File: src/rtl/key_cond_pkg.sv
// rtl/key_cond_pkg.sv - shared types and constants for the key conditioner
package key_cond_pkg;

    typedef enum logic [1:0] {
        ST_IDLE       = 2'd0,
        ST_PRESS_WAIT = 2'd1,
        ST_HELD       = 2'd2,
        ST_REL_WAIT   = 2'd3
    } key_state_e;

    localparam int SYNC_DEPTH = 2;

endpackage

File: src/rtl/debounce_ch.sv
// rtl/debounce_ch.sv - one key channel: synchronizer, polarity fix, debounce FSM, pulse/level
module debounce_ch
    import key_cond_pkg::*;
#(
    parameter int DEBOUNCE_CYCLES = 500000,
    parameter bit KEY_ACTIVE_LOW  = 1'b1
) (
    input  logic clk,
    input  logic rst,
    input  logic key_raw,
    output logic confirm,
    output logic pulse,
    output logic level
);

    localparam int              CW       = $clog2(DEBOUNCE_CYCLES);
    localparam logic [CW-1:0]   TERM     = CW'(DEBOUNCE_CYCLES - 1);
    localparam logic            RELEASED = KEY_ACTIVE_LOW ? 1'b1 : 1'b0;

    logic [SYNC_DEPTH-1:0] sync_q;
    logic                  pressed;
    key_state_e            state, state_d;
    logic [CW-1:0]         cnt, cnt_d;

    // Synchronizer resets to the released level so reset never looks like a press.
    always_ff @(posedge clk) begin
        if (rst) begin
            sync_q <= {SYNC_DEPTH{RELEASED}};
        end else begin
            sync_q <= {sync_q[SYNC_DEPTH-2:0], key_raw};
        end
    end

    assign pressed = sync_q[SYNC_DEPTH-1] ^ RELEASED;

    always_comb begin
        state_d = state;
        cnt_d   = cnt;
        confirm = 1'b0;
        case (state)
            ST_IDLE: begin
                if (pressed) begin
                    state_d = ST_PRESS_WAIT;
                    cnt_d   = '0;
                end
            end
            ST_PRESS_WAIT: begin
                if (!pressed) begin
                    state_d = ST_IDLE;
                    cnt_d   = '0;
                end else if (cnt == TERM) begin
                    state_d = ST_HELD;
                    cnt_d   = '0;
                    confirm = 1'b1;
                end else begin
                    cnt_d = cnt + 1'b1;
                end
            end
            ST_HELD: begin
                if (!pressed) begin
                    state_d = ST_REL_WAIT;
                    cnt_d   = '0;
                end
            end
            ST_REL_WAIT: begin
                // Re-press during release window returns to HELD silently: no repeat pulse.
                if (pressed) begin
                    state_d = ST_HELD;
                    cnt_d   = '0;
                end else if (cnt == TERM) begin
                    state_d = ST_IDLE;
                    cnt_d   = '0;
                end else begin
                    cnt_d = cnt + 1'b1;
                end
            end
            default: begin
                state_d = ST_IDLE;
                cnt_d   = '0;
            end
        endcase
    end

    always_ff @(posedge clk) begin
        if (rst) begin
            state <= ST_IDLE;
            cnt   <= '0;
            pulse <= 1'b0;
        end else begin
            state <= state_d;
            cnt   <= cnt_d;
            pulse <= confirm;
        end
    end

    assign level = (state == ST_HELD) || (state == ST_REL_WAIT);

endmodule

File: src/rtl/key_conditioner.sv
// rtl/key_conditioner.sv - two debounced keys plus switch bank captured on key 1 press
module key_conditioner
    import key_cond_pkg::*;
#(
    parameter int DEBOUNCE_CYCLES = 500000,
    parameter bit KEY_ACTIVE_LOW  = 1'b1
) (
    input  logic       clk,
    input  logic       rst,
    input  logic       key1_raw,
    input  logic       key2_raw,
    input  logic [3:0] sw_raw,
    output logic       key1_pulse,
    output logic       key2_pulse,
    output logic       key1_level,
    output logic       key2_level,
    output logic [3:0] sw_q
);

    logic                        key1_confirm;
    logic                        unused_key2_confirm;
    logic [SYNC_DEPTH-1:0][3:0]  sw_sync;

    debounce_ch #(
        .DEBOUNCE_CYCLES (DEBOUNCE_CYCLES),
        .KEY_ACTIVE_LOW  (KEY_ACTIVE_LOW)
    ) u_key1 (
        .clk     (clk),
        .rst     (rst),
        .key_raw (key1_raw),
        .confirm (key1_confirm),
        .pulse   (key1_pulse),
        .level   (key1_level)
    );

    debounce_ch #(
        .DEBOUNCE_CYCLES (DEBOUNCE_CYCLES),
        .KEY_ACTIVE_LOW  (KEY_ACTIVE_LOW)
    ) u_key2 (
        .clk     (clk),
        .rst     (rst),
        .key_raw (key2_raw),
        .confirm (unused_key2_confirm),
        .pulse   (key2_pulse),
        .level   (key2_level)
    );

    // Capture shares the pulse's edge so slot/value are valid alongside key1_pulse.
    always_ff @(posedge clk) begin
        if (rst) begin
            sw_sync <= '0;
            sw_q    <= '0;
        end else begin
            sw_sync <= {sw_sync[SYNC_DEPTH-2:0], sw_raw};
            if (key1_confirm) begin
                sw_q <= sw_sync[SYNC_DEPTH-1];
            end
        end
    end

endmodule

File: config.mk
export PLATFORM = sky130hd
export DESIGN_NAME = key_conditioner
export DESIGN_NICKNAME = d
export VERILOG_FILES = /design/src/rtl/key_cond_pkg.sv /design/src/rtl/debounce_ch.sv /design/src/rtl/key_conditioner.sv
export SDC_FILE = /design/constraint.sdc
export NUM_CORES = 1
export LEC_CHECK = 0
export BUFFER_PORTS_ARGS = -buffer_cell sky130_fd_sc_hd__buf_4
export CAP_MARGIN = 40
export CORE_AREA = 4 4 89 91
export CTS_BUF_LIST = sky130_fd_sc_hd__clkbuf_8
export DETAILED_ROUTE_END_ITERATION = 10
export DIE_AREA = 0 0 93 95
export PLACE_DENSITY = 0.56
export SLEW_MARGIN = 20
export SYNTH_ARGS = -nofsm -noshare
export SYNTH_HDL_FRONTEND = slang
export SYNTH_HIERARCHICAL = 1
export SYNTH_SLANG_ARGS = --single-unit
File: constraint.sdc
create_clock -name clk -period 2.5 [get_ports clk]
set_clock_uncertainty 0.05 [all_clocks]
set_input_delay 0.125 -clock clk [delete_from_list [all_inputs] [get_ports clk]]
set_output_delay 0.125 -clock clk [all_outputs]
set_load 0.01 [all_outputs]
==> summary.md <==
| Metric | Value |
|---|---|
| RSZ-0062 raised after global routing | no |
| Worst Path Required | ~2700 ps |
| Slowest-stage cell, CP | dfxtp_1 |
| Total wire length | between 5000 and 6000 um |
| Core outline area | 7137 um2 |
| Fin. max-slew vios | 0 |
| Worst setup EP type | register |
| Synthesized instance count | 323 |
| Final period util | 0.8161 |
| Vias | 2,325 |
| RePlAce Congestion | 0.7974 |
| Final setup fails | 0 |
| Routed vias/inst | 5.132 |
| Post-route setup TNS | 0 ps |
| Remaining DRCs | 0 |
| Post-layout util | 0.4576 |
| Status | finished, final reports clean |
| Leakage | 1.163 nW |
| Clock root cell | clkbuf_8 |
| Fin. Hold Viols | 0 |
| Syn Std Cell Area | between 2000 and 3000 um2 |
| Hold Path Class | in2reg |
| 1st-iter DRT viols | 84 |
| Clock insertion delay at the later pin of the skew report | 340 ps |
| Area grow syn2layout | 18.05% |
| Num CTS Buffers | 9 |
| Net Count, Synth | 333 |
| Clk buf depth | 2 |
| Vias in the first global route | 2,158 |
| Post_cts resized | 0 |
| First-pass GRT wire length | around 9600 um |
| CTS tree | built |
| Full die area | slightly below 9000 um2 |
| Hold-fix buffers at CTS | 6 |
| Mean area per synthesized cell | 8.565 um2 |
| Max-Cap Viols | 0 |
| Dpl hpwl | 4041 um |
| Most common cell type on the critical path | and4_1 |
| Critical setup path kind | reg2reg |
| Non-Filler Instances | 453 |
| Nets | 359 |
| CP peak stage delay | 390 ps |
| Port buffer count | 15 |
| Buf+Inv Stages, Crit Path | 1 |
| Total global routing overflow | 0 |
| Tot GR Track Use | 0.1372 |
| Final worst path period need | 2040 ps |
| Initial antenna violation count | 0 |
| Clock sink count | 60 |
| Post CTS Setup Buffer Count | 0 |
| Crit path max fanout | 5 |
| Largest net degree at the start of global routing | 31 |
| Relative slew slack | 0.5608 |
| Kind of cell adding the most delay to the critical path | simple AND/OR/NAND/NOR gates |
| Dpl cells | 431 |
| Slew @ Worst Pin | 653.7 ps |
| DRT Pass-1 Iters | 4 |
| DIE WIDTH | 93 um |
| DR WL/cell | 12.61 um |
| H-Tree Depth | 3 |
| Pre-CTS setup slack | 450.6 ps |
| Startpoint Class | register |
| Die H | 95 um |
| Share of layout cells above drive strength 1 | 0.1554 |
| Crit path DAT | ~2200 ps |
| Clock-pin slew of the registers on the worst-case setup and hold paths | 70 ps |
| Worst path cell trace | ha_1, and4_1, and4_1, nand3_2, nor3_1, buf_4, mux2i_1, nor2_1 |
| IR drop worst, VDD | about 0.29 mV |
| Pwr dens | 614.7 nW/um2 |
| Num rows | 31 |
| I/O Pins | 16 |
| Final WS setup | 459.8 ps |
| Post-route antenna net violation count | 0 |
| Initial cell density of the core | 0.3876 |
| YS warnings | 6 |
| Antenna cells | 0 |
| Fmax | 0.4901 GHz |
## metal layers
layer | routed length, um | part of all wire | track usage
met1 | 2666 | 0.47 | 0.1585
met2 | 2818 | 0.49 | 0.2400
met3 | 164 | 0.029 | 0.04781
met4 | 63 | 0.011 | 0.04029
met5 | 0 | 0 | 0
## registers in the layout (all words and copies together) (netlist names), named ones only
register / flops
u_key1/sync_q: 2
u_key1/pulse: 1
u_key2/pulse: 1
u_key1/cnt: 19
u_key2/sync_q: 2
u_key1/state: 1
sw_q: 4
u_key2/cnt: 19
sw_sync: 8
u_key2/state: 1
## cell usage in the layout (no fill, tap or decap), types with 4 or more instances in the layout
cell            n
o21ai_1         6
nand4_1        12
nor2b_1         8
and4_1          6
and3_1          6
o211ai_1        4
clkbuf_8        9
or2_2           4
nand2_1        32
a22o_1          4
inv_1          14
mux2i_1        10
dfxtp_1        60
xor2_1          6
nand3_1        38
nor2_1         22
a31oi_1         4
nand3b_1        4
dlygate4sd3_1   6
nor3_1          5
o21ai_0        12
buf_4          22
a21oi_1        22
## stage by stage
stage          instance area (um2)  hold slack (ps)  total power, mW
5_1_grt                       3266            105.2            2.092
4_1_cts                       3266            83.07            2.041
2_1_floorplan                 2766            146.6            1.030
6_report                      3266            97.76            2.008
3_5_place_dp                  2983            267.1            1.052
3_3_place_gp                  2972            261.9            1.048
## path summary, 6_finish.rpt
path / from / end / slack (ps) / cells after the start
setup reg to reg: u_key1/cnt[0] / sw_q[2] / 460 / 8
hold / removal: rst / sw_q[1] / 100 / 2
hold reg to reg: u_key2/sync_q[0] / u_key2/sync_q[1] / 370 / 1
setup / recovery: u_key1/cnt[0] / sw_q[2] / 460 / 8
## report_power, final
group | switching [mW] | total [mW] | internal [mW]
Combinational | 0.0334 | 0.0657 | 0.0323
Sequential | 0.00520 | 0.970 | 0.965
Clock | 0.406 | 0.971 | 0.566
Total | 0.444 | 2.01 | 1.56
## final cells by class
cell class | count | area [um2]
Fill cell | 750 | 3871
Multi-Input combinational cell | 235 | 1429
Sequential cell | 60 | 1201
Timing Repair Buffer | 29 | 236.5
Clock buffer | 9 | 123.9
Tap cell | 99 | 123.9
Clock inverter | 7 | 98.84
Inverter | 14 | 52.55
No activity file was read; power rests on OpenSTA's default activity.
